**src/rtl/div_unit_pkg.sv**
```systemverilog
// Shared constants for the multi-cycle divider and the EX stage that drives it:
// FSM state codes, handshake levels, ALU op codes and the HI/LO bus width.
package div_unit_pkg;

  localparam int DIV_DATA_W = 32;
  localparam int DOUBLE_REG_BUS_W = 2 * DIV_DATA_W;

  // Divider FSM state codes (2-bit, legacy encoding shared with the EX stage)
  localparam logic [1:0] DIV_FREE    = 2'b00;
  localparam logic [1:0] DIV_BY_ZERO = 2'b01;
  localparam logic [1:0] DIV_ON      = 2'b10;
  localparam logic [1:0] DIV_END     = 2'b11;

  // Handshake levels as seen by the EX stage
  localparam logic DIV_RESULT_READY     = 1'b1;
  localparam logic DIV_RESULT_NOT_READY = 1'b0;
  localparam logic DIV_START            = 1'b1;
  localparam logic DIV_STOP             = 1'b0;

  // ALU op codes that route an instruction to the divider
  localparam logic [7:0] EXE_DIV_OP  = 8'b0001_1010;
  localparam logic [7:0] EXE_DIVU_OP = 8'b0001_1011;

endpackage

```
**src/rtl/div_unit.sv**
```systemverilog
// Multi-cycle restoring divider for DIV/DIVU. EX holds start_i until it has
// consumed ready_o; the result is {remainder, quotient} for HI/LO.
// One quotient bit per clock on operand magnitudes, sign fixup on the last step.
module div_unit
  import div_unit_pkg::*;
#(
  parameter int DATA_W = DIV_DATA_W
) (
  input  logic                  clk,
  input  logic                  rst,
  input  logic                  signed_div_i,
  input  logic [DATA_W-1:0]     opdata1_i,
  input  logic [DATA_W-1:0]     opdata2_i,
  input  logic                  start_i,
  input  logic                  annul_i,
  output logic [2*DATA_W-1:0]   result_o,
  output logic                  ready_o
);

  localparam logic [5:0] LAST_CNT = 6'(DATA_W - 1);

  logic [1:0]          state;
  logic [5:0]          cnt;
  logic [2*DATA_W:0]   work;          // {partial remainder (33b), dividend/quotient (32b)}
  logic [DATA_W-1:0]   divisor_mag;
  logic                dividend_neg;
  logic                quotient_neg;

  logic                op1_neg;
  logic                op2_neg;
  logic [DATA_W-1:0]   op1_mag;
  logic [DATA_W-1:0]   op2_mag;

  logic [2*DATA_W+1:0] shifted;
  logic [DATA_W+1:0]   trial;
  logic [2*DATA_W:0]   step_work;
  logic [DATA_W-1:0]   quot_fix;
  logic [DATA_W-1:0]   rem_fix;

  // Operand magnitudes and signs; 0x80000000 maps onto itself as an unsigned magnitude
  always_comb begin
    op1_neg = signed_div_i & opdata1_i[DATA_W-1];
    op2_neg = signed_div_i & opdata2_i[DATA_W-1];
    op1_mag = op1_neg ? ({DATA_W{1'b0}} - opdata1_i) : opdata1_i;
    op2_mag = op2_neg ? ({DATA_W{1'b0}} - opdata2_i) : opdata2_i;
  end

  // One restoring step: shift left, trial-subtract the divisor from the upper bits
  always_comb begin
    // NOTE: every always_comb output gets a value on every path (here by
    // unconditional first assignments), otherwise synthesis infers a latch.
    shifted   = {work, 1'b0};
    trial     = shifted[2*DATA_W+1:DATA_W] - {2'b00, divisor_mag};
    step_work = shifted[2*DATA_W:0];
    if (!trial[DATA_W+1]) begin
      step_work = {trial[DATA_W:0], shifted[DATA_W-1:1], 1'b1};
    end
  end

  // Sign fixup of the final step: quotient takes sign1^sign2, remainder the dividend's sign
  always_comb begin
    quot_fix = step_work[DATA_W-1:0];
    rem_fix  = step_work[2*DATA_W-1:DATA_W];
    if (quotient_neg) begin
      quot_fix = {DATA_W{1'b0}} - step_work[DATA_W-1:0];
    end
    if (dividend_neg) begin
      rem_fix = {DATA_W{1'b0}} - step_work[2*DATA_W-1:DATA_W];
    end
  end

  // Divider FSM, working register and registered result/ready outputs
  always_ff @(posedge clk or posedge rst) begin
    // NOTE: sequential state uses non-blocking assignments so every register
    // samples the pre-edge values regardless of statement order.
    if (rst) begin
      state        <= DIV_FREE;
      cnt          <= 6'd0;
      work         <= '0;
      divisor_mag  <= '0;
      dividend_neg <= 1'b0;
      quotient_neg <= 1'b0;
      result_o     <= '0;
      ready_o      <= DIV_RESULT_NOT_READY;
    end else begin
      case (state)
        DIV_FREE: begin
          result_o <= '0;
          ready_o  <= DIV_RESULT_NOT_READY;
          if (start_i == DIV_START && !annul_i) begin
            if (opdata2_i == '0) begin
              state <= DIV_BY_ZERO;
            end else begin
              state        <= DIV_ON;
              cnt          <= 6'd0;
              work         <= {{(DATA_W+1){1'b0}}, op1_mag};
              divisor_mag  <= op2_mag;
              dividend_neg <= op1_neg;
              quotient_neg <= op1_neg ^ op2_neg;
            end
          end
        end

        DIV_BY_ZERO: begin
          state    <= DIV_END;
          result_o <= '0;
          ready_o  <= DIV_RESULT_READY;
        end

        DIV_ON: begin
          if (annul_i) begin
            state    <= DIV_FREE;
            cnt      <= 6'd0;
            result_o <= '0;
            ready_o  <= DIV_RESULT_NOT_READY;
          end else begin
            work <= step_work;
            cnt  <= cnt + 6'd1;
            // The final quotient bit, the fixup and the result load share one edge
            if (cnt == LAST_CNT) begin
              state    <= DIV_END;
              result_o <= {rem_fix, quot_fix};
              ready_o  <= DIV_RESULT_READY;
            end
          end
        end

        DIV_END: begin
          if (start_i == DIV_STOP) begin
            state    <= DIV_FREE;
            cnt      <= 6'd0;
            result_o <= '0;
            ready_o  <= DIV_RESULT_NOT_READY;
          end
        end

        default: begin
          state    <= DIV_FREE;
          result_o <= '0;
          ready_o  <= DIV_RESULT_NOT_READY;
        end
      endcase
    end
  end

endmodule

```
**config.mk**
```make
export PLATFORM = sky130hd
export DESIGN_NAME = div_unit
export DESIGN_NICKNAME = d
export VERILOG_FILES = /design/src/rtl/div_unit_pkg.sv /design/src/rtl/div_unit.sv
export SDC_FILE = /design/constraint.sdc
export NUM_CORES = 1
export LEC_CHECK = 0
export BUFFER_PORTS_ARGS = -buffer_cell sky130_fd_sc_hd__buf_2
export CELL_PAD_IN_SITES_DETAIL_PLACEMENT = 0
export CELL_PAD_IN_SITES_GLOBAL_PLACEMENT = 1
export CORE_MARGIN = 2
export CORE_UTILIZATION = 45
export CTS_CLUSTER_SIZE = 12
export DETAILED_ROUTE_END_ITERATION = 12
export GPL_TIMING_DRIVEN = 0
export PLACE_DENSITY_LB_ADDON = 0.1
export SYNTH_ARGS = -nofsm -noshare
export SYNTH_HDL_FRONTEND = slang
export SYNTH_SLANG_ARGS = --single-unit
```
**constraint.sdc**
```tcl
create_clock -name clk -period 7.6 [get_ports clk]
set_input_delay 1.9 -clock clk [delete_from_list [all_inputs] [get_ports clk]]
set_output_delay 1.9 -clock clk [all_outputs]
set_load 0.02 [all_outputs]
```
==> results_dict.tcl, run 1 <==
set metrics [dict create \
    outcome "finished, final reports clean" \
    start_util_pct 45.5 \
    finClkSkew_ns 0.0200 \
    design.die.area_um2 28400 \
    io_buffer_count 133 \
    cts_root_buf "clkbuf_16" \
    hold_buffers 0 \
    min_period_over_period_pct 82.0 \
    placed_area_um2 13300 \
    final_cell_mix "nand2_1 (232), o21ai_0 (173), dfrtp_1 (172)" \
    hpwlAfterDp_um 28800 \
    layoutNonFillerInstCount 2007 \
    grt_max_degree 120 \
    synth-seq-area-share_pct 35.4 \
    via_count 11300 \
    start_kind "flip-flop" \
    cp_max_fo 10 \
    cts_setup_buffers 0 \
    yosys.area_share.simple_pct 19.6 \
    final_util_pct 52.0 \
    synthAdderAreaFrac_pct 4.49 \
    synthFlopType "dfrtp_1" \
    ant_nets 0 \
    synth-edff-count 0 \
    clk_latency_ns 0.45 \
    io-pin-count 134 \
    h-tree-depth 4 \
    nets 1765 \
    critPathBufInv 4 \
    grt_pass1_vias 10800 \
    cts_buffers 17 \
    antenna_cells 0 \
    slowest_delay_ns 0.46 \
    fmax_mhz 160 \
    final_area_um2 13900 \
    finalHoldViolCount 0 \
    cts.sinks 172 \
    setup_violations 0 \
    grt_usage_pct 26.7 \
    syn_to_final_growth_pct 14.2 \
    crit_chain "ha_1 -> a21oi_1 -> o31a_1 -> nor2_1 -> nor2_1 -> a21oi_2 -> o221ai_4 -> buf_6 -> buf_6 -> buf_4 -> buf_2 -> nor2_1 -> a21oi_1 -> ha_1 -> nand2b_1 -> nor4_1 -> nand3_1 -> mux2_4 -> and4bb_1 -> nand3_1 -> o31ai_1 -> xor2_1 -> o21ai_1" \
    tightest_slew_ns 1.23 \
    syn_nets 1612 \
    min_path_type "flip-flop to flip-flop" \
    rsz0062_at_grt "no" \
    grt_first_pass_wirelength_um 59800 \
    maxCapViolCount 0 \
    fp.coreArea_um2 26700 \
    clk_pin_slew_ns 0.08 \
    yosysWarnings 0 \
    grt-ovfl-total 0 \
    num_rows 60 \
    critPathSlowestCell "dfrtp_1" \
    viasPerCell 5.63 \
    synthCells 1500 \
    cpLargestDelayFamily "compound AO/OA/AOI/OAI gates" \
    crit_type "flip-flop to flip-flop" \
    cts-resized-gates 0 \
    drtPass1Iterations 7 \
    setup.worst_path.end_class "flip-flop" \
    synth_top_family_by_area "compound AO/OA/AOI/OAI gates" \
    syn_avg_cell_area_um2 8.11 \
    drive_gt1_share_pct 13.6 \
    drt_iter0_drc 742 \
    tritoncts "done" \
    cp_data_arrival_time_ns 6.54 \
    synth-seq-cells 172 \
    placed_cells 1975 \
    synth_compound_area_share_pct 22.9 \
    final_common_cell "nand2_1" \
    drc 0 \
    power_leakage_nw 6.48 \
    drv_slew 0 \
    netlist_area_um2 12200 \
    gp_congestion 0.913 \
    avgRoutedWirePerCell_um 18.6 \
    fp.dieW_um 168 \
    ys_async_sr_fraction_pct 100 \
    slew-limit-headroom_pct 17.3 \
    required_ns 7.91 \
    period_minus_slack_ns 6.23 \
    critPathMostFrequentCell "nor2_1" \
    yosysUniqueCellTypes 84 \
    synthMuxAreaShare_pct 2.56 \
    clock_path_buffers 2 \
    ir_drop_v 0.000166 \
    antenna_found_initial 1 \
    synth-xor-area-share_pct 10.2 \
    fp.dieH_um 168 \
    postRouteWirelength_um 37300 \
    power_per_cell_area_nw_per_um2 337 \
]
## cell families after synthesis
logic type,Yosys count
flip-flops,172
AO/OA/AOI/OAI,463
XOR/XNOR,141
multiplexers,29
AND/OR/NAND/NOR,516
adder cells (fa/ha/maj),43
buffers and inverters,136
## flip-flops by register name (all words and copies together), names as in the netlist
name	cells
divisor_mag	32
dividend_neg	1
state	2
result_o	64
work	65
cnt	6
quotient_neg	1
ready_o	1
## worst reg2reg max path: stages (launching register included)
cell,delay (ns)
dfrtp_1,0.46
ha_1,0.40
a21oi_1,0.25
o31a_1,0.29
nor2_1,0.11
nor2_1,0.31
a21oi_2,0.13
o221ai_4,0.45
buf_6,0.25
buf_6,0.20
buf_4,0.24
buf_2,0.34
nor2_1,0.08
a21oi_1,0.23
ha_1,0.32
nand2b_1,0.08
nor4_1,0.31
nand3_1,0.12
mux2_4,0.33
and4bb_1,0.38
nand3_1,0.22
o31ai_1,0.35
xor2_1,0.19
o21ai_1,0.07
## per-stage QoR
step	total power, W	TNS (ns)	worst slack, ns	hold slack, ns
after CTS	0.00469	0	1.46	0.481
after global placement	0.00373	-206.78	-1.22	0.457
final	0.00468	0	1.37	0.476
after floorplan	0.00306	0	1.04	0.450
after detailed placement	0.00377	0	1.48	0.465
after global routing	0.00504	0	0.938	0.506
## layer usage
metal / vias to the layer above / global-route usage, % / routed length, um / share of wire, %
met5: - / 0 / 0 / 0
met4: 0 / 6.30 / 656 / 1.8
met3: 38 / 3.41 / 1680 / 4.5
met2: 304 / 40.9 / 16400 / 44
met1: 5374 / 40.1 / 18500 / 50
li1: 5580 / - / - / -
## where the power goes
part	internal, W	switching, W
logic	0.000827	0.00153
registers	0.00117	0.000242
clock network	0.000473	0.000441
total	0.00247	0.00221
## Yosys cell counts (all sizes together) (3+ instances only)
library cell	number	area share [%]
mux2	4	0.40
xor2	74	5.3
nand2	233	7.2
clkbuf	46	1.4
nor4	10	0.57
o22ai	4	0.21
nand4	9	0.51
mux2i	25	2.2
dfrtp	172	35
nor3b	4	0.29
a21oi	137	5.7
and4	3	0.22
o211ai	7	0.47
o31ai	38	2.5
a211oi	9	0.60
o21a	7	0.43
or2	3	0.15
o31a	5	0.36
or3	17	0.92
a31oi	14	0.72
a21o	14	0.86
nor4b	4	0.39
a22oi	3	0.19
nor2b	7	0.36
inv	60	1.9
ha	42	4.3
o21ai	190	7.8
nand2b	18	0.99
and2	14	0.72
nor2	120	3.7
or4	9	0.56
xnor2	67	4.8
nand3	23	0.95
and3	3	0.15
o41ai	10	0.94
nor3	31	1.3
buf	30	1.7
## final timing paths
kind | endpoint | cells past startpoint | slack (ns) | startpoint
worst max-delay path | result_o[62] | 23 | 1.37 | work[39]
worst min-delay path | result_o[59] | 2 | 0.48 | result_o[59]
worst max register to register | result_o[62] | 23 | 1.37 | work[39]
worst min register to register | result_o[59] | 2 | 0.48 | result_o[59]
max in group asynchronous | result_o[34] | 3 | 5.21 | rst
min in group asynchronous | ready_o | 2 | 1.45 | rst
## final cells by class
| cell class | count | area, um2 |
|---|---|---|
| sequential | 172 | 4300 |
| clock inverter | 14 | 175 |
| buffer | 76 | 382 |
| clock buffer | 18 | 429 |
| multi-input combinational | 1192 | 7250 |
| inverter | 60 | 233 |
| fill | 2671 | 12800 |
| tap | 341 | 427 |
| timing repair buffer | 134 | 693 |
No activity file was read; power rests on OpenSTA's default activity.
==> run 2, diff against run 1 <==
CORE_UTILIZATION = 41   (was 45)
clock period = 5.44 ns   (was 7.6 ns; I/O delays follow)
==> run 2 against run 1 <==
Clock-buffer cell count grew 2; combinational power grew 42%; non-clock buffer count grew 4; largest power group unchanged.
==> results_dict.tcl, run 2 (same netlist as run 1, synthesis figures left out) <==
set metrics [dict create \
    postRouteWirelength_um 37500 \
    rsz0062_at_grt "no" \
    grt_util_met2_pct 37.4 \
    clk_latency_ns 0.45 \
    drtPass1Iterations 7 \
    r2r_cells 21 \
    grt_pass1_vias 10600 \
    crit_chain "ha_1 -> buf_4 -> and4_1 -> a21oi_2 -> a31oi_2 -> o21ba_1 -> or3_4 -> o221ai_4 -> buf_8 -> buf_12 -> mux2i_4 -> ha_2 -> nand2b_1 -> nor4_4 -> nand3_1 -> mux2_4 -> and4bb_2 -> nand3_2 -> o31ai_4 -> xor2_1 -> o21ai_1" \
    use_met3_pct 2.95 \
    cts.sinks 172 \
    tightest_slew_ns 1.12 \
    grt_busiest_layer "met2" \
    critPathBufInv 3 \
    crit_path_end "result_o[62]" \
    drt_iter0_drc 625 \
    layoutNonFillerInstCount 2060 \
    met1_usage_pct 36.2 \
    power_leakage_nw 6.50 \
    period_minus_slack_ns 5.08 \
    via_count 11300 \
    largest_reg_flops 65 \
    clk_pin_slew_ns 0.07 \
    ir_drop_v 0.000276 \
    cp.depth 21 \
    drc 0 \
    nFillCells 3004 \
    final_common_cell "nand2_1" \
    crit_type "flip-flop to flip-flop" \
    setup.worst_path.end_class "flip-flop" \
    finClkSkew_ns 0.0119 \
    drv_slew 0 \
    min_period_over_period_pct 93.3 \
    outcome "finished, final reports clean" \
    fmax_mhz 197 \
    maxCapViolCount 0 \
    grt_usage_pct 24.5 \
    startpoint "work[55]" \
    h-tree-depth 4 \
    cp_data_arrival_time_ns 5.39 \
    ant_nets 0 \
    largest_register "work" \
    fp.dieH_um 176 \
    design.die.area_um2 31100 \
    num_rows 63 \
    min_path_type "flip-flop to flip-flop" \
    power_per_cell_area_nw_per_um2 466 \
    antenna_cells 0 \
    final_cell_mix "nand2_1 (232), o21ai_0 (173), dfrtp_1 (169)" \
    cts_root_buf "clkbuf_16" \
    grt_max_degree 39 \
    critPathSlowestCell "dfrtp_1" \
    timing.hold.ws_ns 0.475 \
    tritoncts "done" \
    setup_violations 0 \
    placed_cells 2027 \
    fp.coreArea_um2 29400 \
    io-pin-count 134 \
    grt-ovfl-total 0 \
    fp.dieW_um 176 \
    total_power_w 0.00655 \
    avgRoutedWirePerCell_um 18.2 \
    reg2reg_from "work[55]" \
    rr_endpoint "result_o[62]" \
    nets 1769 \
    antenna_found_initial 1 \
    slowest_delay_ns 0.45 \
    start_kind "flip-flop" \
    slew-limit-headroom_pct 24.4 \
    grt_first_pass_wirelength_um 59100 \
    cts_buffers 17 \
    clock_path_buffers 2 \
    largest_registers "work: 65 flops, result_o: 64 flops, divisor_mag: 32 flops" \
    timing.setup.tns_ns 0 \
    start_util_pct 41.4 \
    rrSetupSlack_ns 0.36 \
    viasPerCell 5.48 \
    cp_max_fo 19 \
    required_ns 5.76 \
    cpLargestDelayFamily "simple AND/OR/NAND/NOR gates" \
    gp_congestion 0.859 \
    syn_to_final_growth_pct 15.7 \
    drive_gt1_share_pct 14.7 \
    hpwlAfterDp_um 29700 \
    io_buffer_count 133 \
    finalHoldViolCount 0 \
]
[run 2: cell count changes in the layout (fill, tap and decap cells not counted), sizes merged]
cell	change
clkinvlp	+1
buf	+4
clkbuf	+2
inv	-3
[run 2: worst min path at each step]
stage,to,start,cells after the start,slack [ns]
global route,result_o[58],result_o[58],2,0.50
floorplan,divisor_mag[1],divisor_mag[1],2,0.45
detailed placement,result_o[29],result_o[29],2,0.46
finish,result_o[11],result_o[11],2,0.47
CTS,result_o[29],result_o[29],2,0.48
global placement,result_o[31],result_o[31],2,0.46
[run 2: repair_timing]
action / 4_1_cts / 5_1_grt
pin swaps: 1 / 3
endpoints found under the hold margin: 0 / 0
endpoints found under the setup margin: 8 / 7
hold buffers: 0 / 0
setup buffers: 2 / 2
resized for setup: 7 / 17
[run 2: routing by layer]
| metal | wire length [um] | part of all wire [%] | vias to the layer above |
|---|---|---|---|
| met5 | 0 | 0 | - |
| met4 | 850 | 2.3 | 0 |
| met3 | 1290 | 3.4 | 33 |
| met2 | 16800 | 45 | 207 |
| met1 | 18600 | 49 | 5481 |
| li1 | - | - | 5572 |
[run 2: power by group]
part | leakage (nW) | switching, W | total [W] | internal, W
combinational | 3.98 | 0.00216 | 0.00335 | 0.00119
clock | 0.281 | 0.000567 | 0.00123 | 0.000659
sequential | 2.24 | 0.000333 | 0.00197 | 0.00164
total | 6.50 | 0.00306 | 0.00655 | 0.00349
[run 2: per-stage QoR]
stage,cell area (um2),util [%],setup WS [ns]
after floorplan,12200,-,0.528
after global placement,13300,45.3,-0.658
after detailed placement,13400,45.6,-0.666
after CTS,14000,47.6,0.0368
after global routing,14100,47.9,0.0954
final,14100,47.9,0.362
[run 2: area by class of cell]
type	instances	area [um2]	area share [%]
plain buffers	73	379	2.69
clock inverters	12	110	0.783
repair buffers	141	776	5.51
clock buffers	20	457	3.25
multi-input cells	1192	7320	52.0
flip-flops and latches	172	4310	30.6
well taps	390	488	3.47
inverters	60	229	1.63
[run 2: worst reg2reg max path, delay by kind of cell (launching register included)]
kind            cells  cell delay (ns)
simple gates        7             1.54
compound gates      6             1.04
buf+inv             3             0.62
mux                 2             0.61
fa+ha+maj           2             0.54
flops               1             0.45
xor+xnor            1             0.16
